`config.mk`:
```
export PLATFORM = sky130hd
export DESIGN_NAME = cdb_arbiter_flat
export DESIGN_NICKNAME = d
export VERILOG_FILES = /design/src/rtl/cdb_arbiter_pkg.sv /design/src/rtl/cdb_arbiter_if.sv /design/src/rtl/cdb_queue.sv /design/src/rtl/cdb_arbiter.sv /design/src/flat_wrapper.sv
export SDC_FILE = /design/constraint.sdc
export NUM_CORES = 1
export LEC_CHECK = 0
export CORE_MARGIN = 5
export CORE_UTILIZATION = 30
export CTS_CLUSTER_SIZE = 24
export DETAILED_ROUTE_END_ITERATION = 8
export PLACE_DENSITY = 0.56
export SETUP_SLACK_MARGIN = 0.02
export SYNTH_ARGS = -nofsm -noshare
export SYNTH_HDL_FRONTEND = slang
export SYNTH_HIERARCHICAL = 1
export SYNTH_SLANG_ARGS = --single-unit
export TNS_END_PERCENT = 10
```
`constraint.sdc`:
```
create_clock -name clk_in -period 3.2 [get_ports clk_in]
set_input_delay 0.48 -clock clk_in [delete_from_list [all_inputs] [get_ports clk_in]]
set_output_delay 0.48 -clock clk_in [all_outputs]
set_load 0.02 [all_outputs]
```
`src/rtl/cdb_arbiter_pkg.sv`:
```
// Shared types for the CDB arbiter. ROB_WIDTH and CDB_QUEUE_DEPTH mirror params.v defaults.
// Optional bypass path is enabled with `define CDB_BYPASS_EN.
`ifndef ROB_WIDTH
`define ROB_WIDTH 4
`endif
`ifndef CDB_QUEUE_DEPTH
`define CDB_QUEUE_DEPTH 4
`endif

package cdb_arbiter_pkg;

   localparam int unsigned ROB_W         = `ROB_WIDTH;
   localparam int unsigned CdbQueueDepth = `CDB_QUEUE_DEPTH;

   typedef struct packed {
      logic [ROB_W-1:0] rob_id;
      logic [31:0]      data;
      logic             set_jump_addr;
   } cdb_entry_t;

   typedef enum logic {
      SrcAlu = 1'b0,
      SrcLsb = 1'b1
   } src_e;

endpackage

```
`src/rtl/cdb_arbiter_if.sv`:
```
// Result-push and common-data-bus signals between the execution units and the arbiter.
interface cdb_arbiter_if;
   import cdb_arbiter_pkg::*;

   logic             alu_rdy;
   logic [ROB_W-1:0] alu_rob_id;
   logic [31:0]      alu_data;
   logic             alu_set_jump_addr;
   logic             alu_full;

   logic             lsb_rdy;
   logic [ROB_W-1:0] lsb_rob_id;
   logic [31:0]      lsb_data;
   logic             lsb_full;

   logic             cdb_en;
   logic [ROB_W-1:0] cdb_rob_id;
   logic [31:0]      cdb_data;
   logic             cdb_set_jump_addr;

   modport master (
      output alu_rdy, alu_rob_id, alu_data, alu_set_jump_addr,
      output lsb_rdy, lsb_rob_id, lsb_data,
      input  alu_full, lsb_full,
      input  cdb_en, cdb_rob_id, cdb_data, cdb_set_jump_addr
   );

   modport slave (
      input  alu_rdy, alu_rob_id, alu_data, alu_set_jump_addr,
      input  lsb_rdy, lsb_rob_id, lsb_data,
      output alu_full, lsb_full,
      output cdb_en, cdb_rob_id, cdb_data, cdb_set_jump_addr
   );

endinterface

```
`src/rtl/cdb_queue.sv`:
```
// Per-source result FIFO; full depends on occupancy only, so a same-cycle pop never frees a slot.
module cdb_queue
   import cdb_arbiter_pkg::*;
#(
   parameter int unsigned DEPTH = 4
) (
   input  logic                   clk_in,
   input  logic                   rst_in,
   input  logic                   en,
   input  logic                   clr,
   input  logic                   push,
   input  cdb_entry_t             push_entry,
   input  logic                   pop,
   output cdb_entry_t             head,
   output logic [$clog2(DEPTH):0] count,
   output logic                   full
);

   localparam int unsigned PtrW = $clog2(DEPTH);

   cdb_entry_t      mem [DEPTH];
   logic [PtrW-1:0] rd_ptr;
   logic [PtrW-1:0] wr_ptr;
   logic            do_push;
   logic            do_pop;

   assign full    = (count == (PtrW + 1)'(DEPTH));
   assign do_push = en && !clr && push && !full;
   assign do_pop  = en && !clr && pop && (count != '0);
   assign head    = mem[rd_ptr];

   // Power-of-two depth lets the pointers wrap naturally.
   always_ff @(posedge clk_in or posedge rst_in) begin
      if (rst_in) begin
         rd_ptr <= '0;
         wr_ptr <= '0;
         count  <= '0;
      end else if (en && clr) begin
         rd_ptr <= '0;
         wr_ptr <= '0;
         count  <= '0;
      end else begin
         if (do_push) wr_ptr <= wr_ptr + 1'b1;
         if (do_pop)  rd_ptr <= rd_ptr + 1'b1;
         if (do_push && !do_pop)      count <= count + 1'b1;
         else if (!do_push && do_pop) count <= count - 1'b1;
      end
   end

   always_ff @(posedge clk_in) begin
      if (do_push) mem[wr_ptr] <= push_entry;
   end

endmodule

```
`src/rtl/cdb_arbiter.sv`:
```
// Round-robin arbiter between ALU and LSB result queues driving the registered CDB.
// Define CDB_BYPASS_EN to let an empty source broadcast its input without queueing.
module cdb_arbiter
   import cdb_arbiter_pkg::*;
#(
   parameter int unsigned QUEUE_DEPTH = CdbQueueDepth
) (
   input  logic         clk_in,
   input  logic         rst_in,
   input  logic         rdy_in,
   input  logic         flush,
   cdb_arbiter_if.slave bus
);

   localparam int unsigned CntW = $clog2(QUEUE_DEPTH) + 1;

   cdb_entry_t      alu_in, lsb_in, alu_head, lsb_head, win_entry, cdb_q;
   logic [CntW-1:0] alu_count, lsb_count;
   logic            alu_full, lsb_full, alu_empty, lsb_empty;
   logic            alu_acc, lsb_acc, alu_cand, lsb_cand;
   logic            alu_win, lsb_win, alu_byp, lsb_byp;
   logic            cdb_en_q;
   src_e            last_grant;

   assign alu_in = '{rob_id: bus.alu_rob_id, data: bus.alu_data,
                     set_jump_addr: bus.alu_set_jump_addr};
   assign lsb_in = '{rob_id: bus.lsb_rob_id, data: bus.lsb_data, set_jump_addr: 1'b0};

   assign alu_empty = (alu_count == '0);
   assign lsb_empty = (lsb_count == '0);
   assign alu_acc   = rdy_in && !flush && bus.alu_rdy && !alu_full;
   assign lsb_acc   = rdy_in && !flush && bus.lsb_rdy && !lsb_full;

`ifdef CDB_BYPASS_EN
   assign alu_cand = !alu_empty || alu_acc;
   assign lsb_cand = !lsb_empty || lsb_acc;
`else
   assign alu_cand = !alu_empty;
   assign lsb_cand = !lsb_empty;
`endif

   always_comb begin
      alu_win   = alu_cand && (!lsb_cand || last_grant == SrcLsb);
      lsb_win   = lsb_cand && !alu_win;
      // A winner with an empty queue can only be a bypass candidate.
      alu_byp   = alu_win && alu_empty;
      lsb_byp   = lsb_win && lsb_empty;
      win_entry = alu_win ? (alu_byp ? alu_in : alu_head)
                          : (lsb_byp ? lsb_in : lsb_head);
   end

   cdb_queue #(.DEPTH(QUEUE_DEPTH)) u_alu_queue (
      .clk_in     (clk_in),
      .rst_in     (rst_in),
      .en         (rdy_in),
      .clr        (flush),
      .push       (alu_acc && !alu_byp),
      .push_entry (alu_in),
      .pop        (alu_win && !alu_empty),
      .head       (alu_head),
      .count      (alu_count),
      .full       (alu_full)
   );

   cdb_queue #(.DEPTH(QUEUE_DEPTH)) u_lsb_queue (
      .clk_in     (clk_in),
      .rst_in     (rst_in),
      .en         (rdy_in),
      .clr        (flush),
      .push       (lsb_acc && !lsb_byp),
      .push_entry (lsb_in),
      .pop        (lsb_win && !lsb_empty),
      .head       (lsb_head),
      .count      (lsb_count),
      .full       (lsb_full)
   );

   always_ff @(posedge clk_in or posedge rst_in) begin
      if (rst_in) begin
         cdb_q      <= '0;
         cdb_en_q   <= 1'b0;
         last_grant <= SrcLsb;
      end else if (rdy_in) begin
         if (flush) begin
            cdb_en_q   <= 1'b0;
            last_grant <= SrcLsb;
         end else if (alu_win || lsb_win) begin
            cdb_q      <= win_entry;
            cdb_en_q   <= 1'b1;
            last_grant <= alu_win ? SrcAlu : SrcLsb;
         end else begin
            cdb_en_q   <= 1'b0;
         end
      end
   end

   assign bus.alu_full          = alu_full;
   assign bus.lsb_full          = lsb_full;
   assign bus.cdb_en            = cdb_en_q;
   assign bus.cdb_rob_id        = cdb_q.rob_id;
   assign bus.cdb_data          = cdb_q.data;
   assign bus.cdb_set_jump_addr = cdb_q.set_jump_addr;

endmodule

```
`src/flat_wrapper.sv`:
```
// flat-port wrapper written by rule: the top's interface ports become plain ports
module cdb_arbiter_flat import cdb_arbiter_pkg::*;
#(
   parameter int unsigned QUEUE_DEPTH = CdbQueueDepth
)
  (clk_in, rst_in, rdy_in, flush, bus_alu_rdy, bus_alu_rob_id, bus_alu_data, bus_alu_set_jump_addr, bus_lsb_rdy, bus_lsb_rob_id, bus_lsb_data, bus_alu_full, bus_lsb_full, bus_cdb_en, bus_cdb_rob_id, bus_cdb_data, bus_cdb_set_jump_addr);
  cdb_arbiter_if bus_i ();
  input  logic clk_in;
  input  logic rst_in;
  input  logic rdy_in;
  input  logic flush;
  input wire logic [$bits(bus_i.alu_rdy)-1:0] bus_alu_rdy;
  input wire logic [$bits(bus_i.alu_rob_id)-1:0] bus_alu_rob_id;
  input wire logic [$bits(bus_i.alu_data)-1:0] bus_alu_data;
  input wire logic [$bits(bus_i.alu_set_jump_addr)-1:0] bus_alu_set_jump_addr;
  input wire logic [$bits(bus_i.lsb_rdy)-1:0] bus_lsb_rdy;
  input wire logic [$bits(bus_i.lsb_rob_id)-1:0] bus_lsb_rob_id;
  input wire logic [$bits(bus_i.lsb_data)-1:0] bus_lsb_data;
  output wire logic [$bits(bus_i.alu_full)-1:0] bus_alu_full;
  output wire logic [$bits(bus_i.lsb_full)-1:0] bus_lsb_full;
  output wire logic [$bits(bus_i.cdb_en)-1:0] bus_cdb_en;
  output wire logic [$bits(bus_i.cdb_rob_id)-1:0] bus_cdb_rob_id;
  output wire logic [$bits(bus_i.cdb_data)-1:0] bus_cdb_data;
  output wire logic [$bits(bus_i.cdb_set_jump_addr)-1:0] bus_cdb_set_jump_addr;
  assign bus_i.alu_rdy = bus_alu_rdy;
  assign bus_i.alu_rob_id = bus_alu_rob_id;
  assign bus_i.alu_data = bus_alu_data;
  assign bus_i.alu_set_jump_addr = bus_alu_set_jump_addr;
  assign bus_i.lsb_rdy = bus_lsb_rdy;
  assign bus_i.lsb_rob_id = bus_lsb_rob_id;
  assign bus_i.lsb_data = bus_lsb_data;
  assign bus_alu_full = bus_i.alu_full;
  assign bus_lsb_full = bus_i.lsb_full;
  assign bus_cdb_en = bus_i.cdb_en;
  assign bus_cdb_rob_id = bus_i.cdb_rob_id;
  assign bus_cdb_data = bus_i.cdb_data;
  assign bus_cdb_set_jump_addr = bus_i.cdb_set_jump_addr;
  cdb_arbiter #(.QUEUE_DEPTH(QUEUE_DEPTH)) u_core (.clk_in(clk_in), .rst_in(rst_in), .rdy_in(rdy_in), .flush(flush), .bus(bus_i));
endmodule
```
==> key figures <==
Pwr
  – Net Sw Power: 3870 uW
  – Share of total power in the clock network: 0.301
  – Switching fraction of total power: 0.303
  – Leakage: 0.00546 uW
  – Int Pwr: 8900 uW
  – PwrDens: 764 nW/um^2
  – Comb pwr share: 0.256
  – VDD IR max: 576 uV
  – Power Total: 12800 uW
  – Reg power frac: 0.443

Setup path
  – FF-to-FF path depth: 8
  – CP arrival: 2.24 ns
  – Crit path required time: 2.72 ns
  – Worst R2R Setup Slack: 0.56 ns
  – R2r endpoint: u_core/u_lsb_queue/mem[3][15]$_DFFE_PP_
  – CP Max Fanout: 6
  – CP endpoint kind: output port
  – Worst reg2reg startpoint: u_core/u_lsb_queue/count[2]$_DFFE_PP0P_
  – Startpoint Class: register
  – Critical path start-end classification: register to output port

GRT
  – Largest net degree at the start of global routing: 77
  – Vias in the first global route: 7244
  – Met3 Usage GRT: 0.0287
  – Global-route wire length before repair: 46000 um
  – Initial antenna violation count: 0
  – Global Route Usage Sum: 0.121
  – Total grt overflow: 0
  – Busiest grt layer: met2
  – Met1 GRT Util: 0.176
  – Met2 usage in global routing: 0.189

Clocking
  – CTS Hold Bufs: 0
  – Clock Latency Late Sink: 0.52 ns
  – Clk buf depth: 3
  – CTS Sinks: 349
  – TritonCTS clock tree: built
  – # Post-CTS Setup Buffers: 0
  – Root Buffer: clkbuf_16
  – H-tree Lvls: 2
  – PostCTS Resize Cnt: 0
  – Total CTS buffers: 37
  – Clk pin slew, worst setup/hold paths: 0.06 ns

STA
  – Final setup violation count: 0
  – Hold Fails Final Rpt: 0
  – Final Max Slew Viols: 0
  – Final hold slack: 0.289 ns
  – Fmax: 367 MHz
  – Final period utilization: 0.851
  – Final min period: 2.72 ns
  – Clk_skew: 0.0123 ns
  – Max_slew headroom: 0.586
  – RSZ-0062 raised after global routing: false
  – Tightest Pin Transition: 0.621 ns

Routing
  – DR vias: 6790
  – Remaining DRCs: 0
  – Final ANT Viol Nets: 0
  – Vias per inst: 4.56
  – Drt wl/cell: 20.5 um
  – WL final: 30600 um
  – Initial DRC Count: 507
  – DR pass1 iterations: 4

Synthesis
  – Yosys warning total: 6
  – Synth Cell Area: 13600 um^2
  – Most area-consuming cells after synthesis: edfxtp_1 65%, mux4_2 13%, dfrtp_1 9.6%, nand2_1 2.2%, a31oi_1 1.7%
  – Syn avg cell area: 19.1 um^2
  – Synthesis-stage register bit count: 349
  – Seq/Total Area, Yosys: 0.752
  – Post-Synthesis Cells: 711
  – Main synth FF type: edfxtp_1
  – Most frequent cell after synthesis: edfxtp_1
  – Synth cell count leaders: 296 x edfxtp_1, 80 x nand2_1, 76 x mux4_2
  – Yosys cell types: 37
  – Top cell type's share of synthesized area: 0.655
  – Async S/R FF share, synth: 0.152
  – EDFF count, synth: 296
  – Yosys top cell by area: edfxtp_1

Layout
  – Ant. Diodes: 0
  – Share of cells above drive strength 1: 0.196
  – Post-layout net count: 953
  – Fill cell count: 4222
  – Area Growth Syn to Fin: 23.2%

Flow run
  – Max cap viols: 0

Outcome
  – Status: complete, no violations

Die
  – Core area: 45100 um^2
  – Initial Util: 0.301
  – Num rows: 78
  – Die Footprint: 49600 um^2
  – Io pins: 119
  – DIE HEIGHT: 223 um
  – Die Span X: 223 um

Placed design
  – Port buffer count: 118
  – GPL Wtd Cong: 0.789
  – HPWL after DPL: 20300 um

Min path
  – Hold Crit Class: primary input to asynchronous set/reset pin
## power groups by stage
stage          Combinational, uW  Clock [uW]  Sequential [uW]
2_1_floorplan               2060           0             5840
3_3_place_gp                3290           0             5730
3_5_place_dp                3320           0             5730
4_1_cts                     3330        3980             5650
5_1_grt                     3570        4180             5690
6_report                    3270        3850             5650
## routing by layer
metal,vias up,wire (um)
li1,3068,-
met1,3493,14000
met2,193,14400
met3,36,1720
met4,0,402
met5,-,0
## logic make-up after synthesis
| family | share of synthesized area |
|---|---|
| flip-flops | 0.752 |
| AND/OR/NAND/NOR | 0.0535 |
| multiplexers | 0.130 |
| buffers and inverters | 0.0211 |
| AO/OA/AOI/OAI | 0.0279 |
| adder cells (fa/ha/maj) | 0.0103 |
| XOR/XNOR | 0.00387 |
| other | 0.000276 |
## critical path, cell delays in order, from the launching register on
cell and delay (ns):
dfrtp_1 0.46, or3b_4 0.45, inv_1 0.18, clkdlybuf4s50_1 0.64
## cells in the final DEF, fill, tap and decap left out, drive strengths merged, types with 3 or more instances in the layout
cell             n
dfrtp           52
a2111oi          4
clkinv          13
mux2i            6
edfxtp         296
conb             4
buf             27
ha               8
xnor2            4
a31oi           37
inv             23
and2            10
clkdlybuf4s50  118
nand2           80
clkbuf          50
or3              4
a21oi            3
nor2            52
mux4            76
nor3             6
## worst max-delay path by stage
stage,from,to
finish,u_core/u_alu_queue/count[1]$_DFFE_PP0P_,bus_alu_full
global route,u_core/u_alu_queue/count[2]$_DFFE_PP0P_,bus_alu_full
CTS,u_core/u_alu_queue/count[1]$_DFFE_PP0P_,bus_alu_full
detailed placement,flush,u_core/u_lsb_queue/mem[3][15]$_DFFE_PP_
global placement,flush,u_core/u_lsb_queue/mem[3][1]$_DFFE_PP_
floorplan,u_core/u_lsb_queue/count[2]$_DFFE_PP0P_,u_core/u_lsb_queue/mem[1][0]$_DFFE_PP_
## state kept, by name, summed over array words and instances, names as in the netlist
| register | cells |
|---|---|
| u_core/u_lsb_queue/wr_ptr | 2 |
| u_core/u_lsb_queue/rd_ptr | 2 |
| u_core/bus.cdb_data | 32 |
| u_core/u_alu_queue/count | 3 |
| u_core/bus.cdb_set_jump_addr | 1 |
| u_core/bus.cdb_rob_id | 4 |
| u_core/u_lsb_queue/count | 3 |
| u_core/bus.cdb_en | 1 |
| u_core/u_alu_queue/wr_ptr | 2 |
| u_core/u_lsb_queue/mem | 148 |
| u_core/u_alu_queue/rd_ptr | 2 |
| u_core/last_grant | 1 |
| u_core/u_alu_queue/mem | 148 |
## through the flow
step | util | setup WS (ns) | area (um^2) | setup TNS [ns] | std cells
global placement | 0.347 | 0.233 | 15700 | 0 | 1425
CTS | 0.371 | 0.464 | 16700 | 0 | 1490
finish | 0.371 | 0.477 | 16700 | 0 | 1490
detailed placement | 0.347 | 0.247 | 15700 | 0 | 1425
floorplan | - | -0.0166 | 13600 | -4.25 | 714
global route | 0.371 | 0.382 | 16700 | 0 | 1490
## area by class of cell
type	instances	area, um^2	area share
Sequential cell	349	10200	0.611
Multi-Input combinational cell	310	3100	0.186
Timing Repair Buffer	145	1510	0.0902
Clock buffer	50	985	0.0589
Tap cell	600	751	0.0449
Clock inverter	15	82.6	0.00494
Inverter	21	78.8	0.00471
(Power assumes the default switching activity.)
